[config.mk]
export PLATFORM = sky130hd
export DESIGN_NAME = matrix_mult_seq
export DESIGN_NICKNAME = d
export VERILOG_FILES = /design/src/rtl/matrix_mult_seq_pkg.sv /design/src/rtl/matrix_mult_seq_mac16.sv /design/src/rtl/matrix_mult_seq.sv
export SDC_FILE = /design/constraint.sdc
export NUM_CORES = 2
export LEC_CHECK = 0
export ABC_AREA = 1
export CAP_MARGIN = 40
export CORE_MARGIN = 2
export CORE_UTILIZATION = 40
export CTS_BUF_LIST = sky130_fd_sc_hd__clkbuf_2 sky130_fd_sc_hd__clkbuf_4 sky130_fd_sc_hd__clkbuf_8
export DETAILED_ROUTE_END_ITERATION = 12
export HOLD_SLACK_MARGIN = 0.08
export PLACE_DENSITY = 0.7
export SETUP_SLACK_MARGIN = 0.4
export SYNTH_ARGS = -nofsm -noshare
export SYNTH_HDL_FRONTEND = slang
export SYNTH_HIERARCHICAL = 1
export SYNTH_SLANG_ARGS = --single-unit
[constraint.sdc]
create_clock -name clk -period 101.8 [get_ports clk]
set_clock_uncertainty 0.15 [all_clocks]
set_input_delay 15.27 -clock clk [delete_from_list [all_inputs] [get_ports clk]]
set_output_delay 15.27 -clock clk [all_outputs]
set_load 0.02 [all_outputs]
[src/rtl/matrix_mult_seq_pkg.sv]
// Shared types and constants for the sequenced 4x4 matrix multiplier.
package matrix_pkg;

    localparam int unsigned ELEM_W = 16;
    localparam int unsigned DIM    = 4;
    localparam int unsigned MAT_W  = ELEM_W * DIM * DIM;

    typedef enum logic [1:0] {
        IDLE,
        CALC,
        DONE
    } state_t;

    // Bit offset of element (r,c) in a packed row-major matrix.
    function automatic int unsigned elem_off(
        input int unsigned r,
        input int unsigned c,
        input int unsigned w = ELEM_W,
        input int unsigned d = DIM
    );
        return (r * d + c) * w;
    endfunction

endpackage

[src/rtl/matrix_mult_seq_mac16.sv]
// Combinational multiply-accumulate: acc_out = acc_in + low W bits of a*b.
// The low half of a product is the same for signed and unsigned operands,
// so no signedness is attached to the inputs.
module mac16
    import matrix_pkg::*;
#(
    parameter int unsigned W = ELEM_W
) (
    input  logic [W-1:0] a,
    input  logic [W-1:0] b,
    input  logic [W-1:0] acc_in,
    output logic [W-1:0] acc_out
);

    logic [W-1:0] prod_lo;

    // Truncated product plus wrapping accumulate.
    always_comb begin
        prod_lo = a * b;
        acc_out = acc_in + prod_lo;
    end

endmodule

[src/rtl/matrix_mult_seq.sv]
// Sequenced DIMxDIM matrix multiplier: one MAC step per cycle, row-major
// result order, packed product published with a one-cycle done pulse.
module matrix_mult_seq
    import matrix_pkg::*;
#(
    parameter int unsigned ELEM_W = 16,
    parameter int unsigned DIM    = 4
) (
    input  logic                       clk,
    input  logic                       reset,
    input  logic                       start,
    input  logic [ELEM_W*DIM*DIM-1:0]  m1,
    input  logic [ELEM_W*DIM*DIM-1:0]  m2,
    output logic                       busy,
    output logic                       done,
    output logic [ELEM_W*DIM*DIM-1:0]  m_out
);

    localparam int unsigned MW    = ELEM_W * DIM * DIM;
    localparam int unsigned CNT_W = (DIM > 1) ? $clog2(DIM) : 1;
    localparam int unsigned OFF_W = $clog2(MW);
    localparam logic [CNT_W-1:0] CNT_LAST = CNT_W'(DIM - 1);

    state_t state;
    state_t state_next;

    logic [MW-1:0]     a_reg;
    logic [MW-1:0]     b_reg;
    logic [MW-1:0]     res;
    logic [MW-1:0]     res_next;
    logic [ELEM_W-1:0] acc;
    logic [ELEM_W-1:0] mac_a;
    logic [ELEM_W-1:0] mac_b;
    logic [ELEM_W-1:0] mac_out;
    logic [CNT_W-1:0]  row;
    logic [CNT_W-1:0]  col;
    logic [CNT_W-1:0]  k;
    logic [OFF_W-1:0]  a_off;
    logic [OFF_W-1:0]  b_off;
    logic [OFF_W-1:0]  r_off;
    logic              load;
    logic              elem_last;
    logic              op_last;

    mac16 #(
        .W(ELEM_W)
    ) u_mac (
        .a      (mac_a),
        .b      (mac_b),
        .acc_in (acc),
        .acc_out(mac_out)
    );

    // Operand selection A[row][k], B[k][col] and the result slot (row,col).
    always_comb begin
        a_off     = OFF_W'(elem_off(32'(row), 32'(k),   ELEM_W, DIM));
        b_off     = OFF_W'(elem_off(32'(k),   32'(col), ELEM_W, DIM));
        r_off     = OFF_W'(elem_off(32'(row), 32'(col), ELEM_W, DIM));
        mac_a     = a_reg[a_off +: ELEM_W];
        mac_b     = b_reg[b_off +: ELEM_W];
        elem_last = (k == CNT_LAST);
        op_last   = elem_last && (row == CNT_LAST) && (col == CNT_LAST);
    end

    // Result image with the finishing element merged in, so the completion
    // edge can publish all elements including the one written that cycle.
    always_comb begin
        res_next = res;
        if (elem_last) begin
            res_next[r_off +: ELEM_W] = mac_out;
        end
    end

    // Next-state logic and operand load request.
    always_comb begin
        state_next = state;
        load       = 1'b0;
        unique case (state)
            IDLE: begin
                if (start) begin
                    load       = 1'b1;
                    state_next = CALC;
                end
            end
            CALC: begin
                if (op_last) begin
                    state_next = DONE;
                end
            end
            DONE: begin
                // The edge leaving DONE doubles as the first idle sample, giving
                // one operation per 65 cycles when start is held high.
                if (start) begin
                    load       = 1'b1;
                    state_next = CALC;
                end else begin
                    state_next = IDLE;
                end
            end
            default: begin
                state_next = IDLE;
            end
        endcase
    end

    // State register.
    always_ff @(posedge clk or posedge reset) begin
        if (reset) begin
            state <= IDLE;
        end else begin
            state <= state_next;
        end
    end

    // Registered status flags decoded from the upcoming state.
    always_ff @(posedge clk or posedge reset) begin
        if (reset) begin
            busy <= 1'b0;
            done <= 1'b0;
        end else begin
            busy <= (state_next == CALC);
            done <= (state_next == DONE);
        end
    end

    // Operand capture, counters, accumulator and result registers.
    always_ff @(posedge clk or posedge reset) begin
        if (reset) begin
            a_reg <= '0;
            b_reg <= '0;
            res   <= '0;
            acc   <= '0;
            row   <= '0;
            col   <= '0;
            k     <= '0;
            m_out <= '0;
        end else if (load) begin
            a_reg <= m1;
            b_reg <= m2;
            res   <= '0;
            acc   <= '0;
            row   <= '0;
            col   <= '0;
            k     <= '0;
        end else if (state == CALC) begin
            res <= res_next;
            if (elem_last) begin
                acc <= '0;
                k   <= '0;
                if (col == CNT_LAST) begin
                    col <= '0;
                    row <= row + 1'b1;
                end else begin
                    col <= col + 1'b1;
                end
            end else begin
                acc <= mac_out;
                k   <= k + 1'b1;
            end
            if (op_last) begin
                m_out <= res_next;
            end
        end
    end

endmodule
==> key figures <==
Status
  • Outcome: finished, final reports clean

Clock network
  • Clock sink total: 1050
  • CTS buffer count: 179
  • CTS clk-pin slew, worst paths: 0.06 ns
  • CTS tree: built
  • Hold Buf Count CTS: 0
  • Clock Latency Late Sink: 0.95 ns
  • Clock root buffer: clkbuf_8
  • Post-CTS Resized: 0
  • Setup bufs post-CTS: 0
  • H-tree depth: 4
  • Clock Tree Buf Depth: 3

Logic synthesis
  • Main flop type after synthesis: dfrtp_1
  • Synthesized net count: 7635
  • Async SR Flop Fraction: 100.0%
  • Yosys cell types: 39
  • Synth Area per Inst: 7.639 µm²
  • FF+latch count, synth: 1050
  • EDFF count, synth: 0
  • Synth Instances: 6967
  • Cell Area, Synth: 53220 µm²
  • Synth warn: 6
  • Sequential share of the synthesized area: 49.37%

Global route
  • First-pass GRT wire length: 287800 µm
  • Initial antenna violation count: 18
  • Pin count of the biggest net entering global routing: 242
  • Grt ovf: 0
  • Vias in the first global route: 48.28k
  • Total Routing Usage GR: 27.56%

Placement
  • Post-Place Cells: 9149
  • Placer congestion estimate: 0.9377
  • Area after DPL: 62470 µm²
  • HPWL after DPL: 134100 µm
  • Buffers on Ports: 772

Floorplan
  • Num ports: 773
  • Die X: 368.8 µm
  • Placeable Area: 131800 µm²
  • Initial core utilization: 40.38%
  • Rows: 133
  • Chip Height: 368.8 µm
  • Die area: 136000 µm²

Layout
  • Net count, final: 8243
  • Cell Count, Final, Fillers Out: 9494
  • Multi-input gate area: 22470 µm²
  • Commonest non-fill, non-tap cell in the layout: nand2_1
  • Commonest non-fill, non-tap cells in the layout: 2907 x nand2_1, 1045 x dfrtp_1, 772 x clkdlybuf4s50_1
  • Register Area: 26290 µm²
  • Cell area after layout: 66540 µm²
  • Share of post-route cells with drive strength above 1: 5.985%
  • Core Util, Final: 50.48%
  • Filler Cells Inserted: 12.45k
  • Area delta synth->final: 25.02%

Route
  • WL per Instance: 19.96 µm
  • DRC viols: 0
  • Routed wire length: 189500 µm
  • Vias per cell: 5.213
  • First drt pass iteration count: 6
  • Antenna Violating Nets Remaining: 0
  • Via count: 49.49k
  • Number of DRC markers in iteration 0: 5544

Critical path
  • Most frequent CP cell: buf_4
  • FF-to-FF path depth: 30
  • Crit Path Max Fanout: 112
  • Worst path cell trace: clkdlybuf4s50_1 -> inv_8 -> buf_16 -> buf_4 -> buf_12 -> buf_4 -> buf_16 -> buf_4 -> buf_4 -> buf_16 -> buf_4 -> buf_16
  • Max incr delay on CP: 0.59 ns
  • WS Path Type: input port to asynchronous set/reset pin
  • Worst Path Arrival: 19.95 ns
  • CP max-delay cell: buf_4
  • CP Capture Type: asynchronous set/reset pin
  • Worst Path Required: 102.70 ns
  • Critical Path Start Type: input port

Timing
  • Final period util: 18.71%
  • Final Critical Period: 19.05 ns
  • RSZ-0062 raised after global routing: false
  • Final setup TNS: 0 ns
  • Setup-failing EPs final: 0
  • Hold Fails Final Rpt: 0
  • Fmax: 52.49 MHz
  • Max Slew Vio Count: 0
  • Max_slew headroom: 14.15%
  • Worst Tran Pin Value: 1.288 ns

Hold path
  • HP Class: flip-flop to flip-flop
  • Hold depth: 2

Flow run
  • Max_cap viols: 0
==> per-stage QoR <==
stage	setup slack (ns)	hold WS [ns]
after floorplan	56.83	0.2936
after global placement	80.67	0.3067
after detailed placement	81.75	0.3096
after CTS	82.73	0.3250
after global routing	82.21	0.3360
final	82.75	0.3215
==> cells in the mapped netlist (46+ instances only) <==
cell type	count	area, µm²
o211ai_1	128	960.9
dfrtp_1	1050	26280
ha_1	59	738.2
o21ai_0	481	2407
inv_1	725	2721
fa_1	94	1882
buf_2	47	235.2
buf_1	46	172.7
nand2_1	2908	10920
nor2_1	87	326.6
clkbuf_1	311	1167
nand3_1	765	3829
a21oi_1	138	690.7
==> worst paths after layout <==
check / endpoint / slack [ns] / from
min in group asynchronous: a_reg[180] / 14.48 / reset
max in group clk: b_reg[81] / 82.95 / start
worst max register to register: m_out[95] / 91.50 / k[0]
worst max-delay path: res[154] / 82.75 / reset
worst min-delay path: b_reg[239] / 0.32 / b_reg[239]
worst min register to register: b_reg[239] / 0.32 / b_reg[239]
==> area by class of cell <==
class	count	area share (%)
flip-flops and latches	1050	39.51
well taps	1755	3.300
clock inverters	40	0.6600
multi-input cells	4753	33.77
diodes	20	0.07522
repair buffers	846	13.05
clock buffers	285	5.378
inverters	745	4.256
==> critical path: cells and delay by family <==
family | cells | cell delay (ns)
buf+inv | 12 | 4.36
==> cell families after synthesis <==
family                     Yosys count  synth area share, %
adders and majority gates          153                4.923
xor gates and xnor gates            15               0.2469
and+or+nand+nor                   3815                29.12
AOI/OAI and AO/OA                  770                7.885
buffers and inverters             1164                8.454
DFF                               1050                49.37
==> routing by layer <==
layer	routed length, µm	track usage (%)	up-vias	share of wire (%)
met5	48	0	-	0.025
met4	11520	16.31	8	6.1
met3	16030	5.653	463	8.5
met2	85380	42.26	2311	45
met1	76490	36.06	23680	40
li1	-	-	23031	-
Power is not shown: default switching activity piles up to over one toggle a cycle in this logic, so the estimate is an artifact.
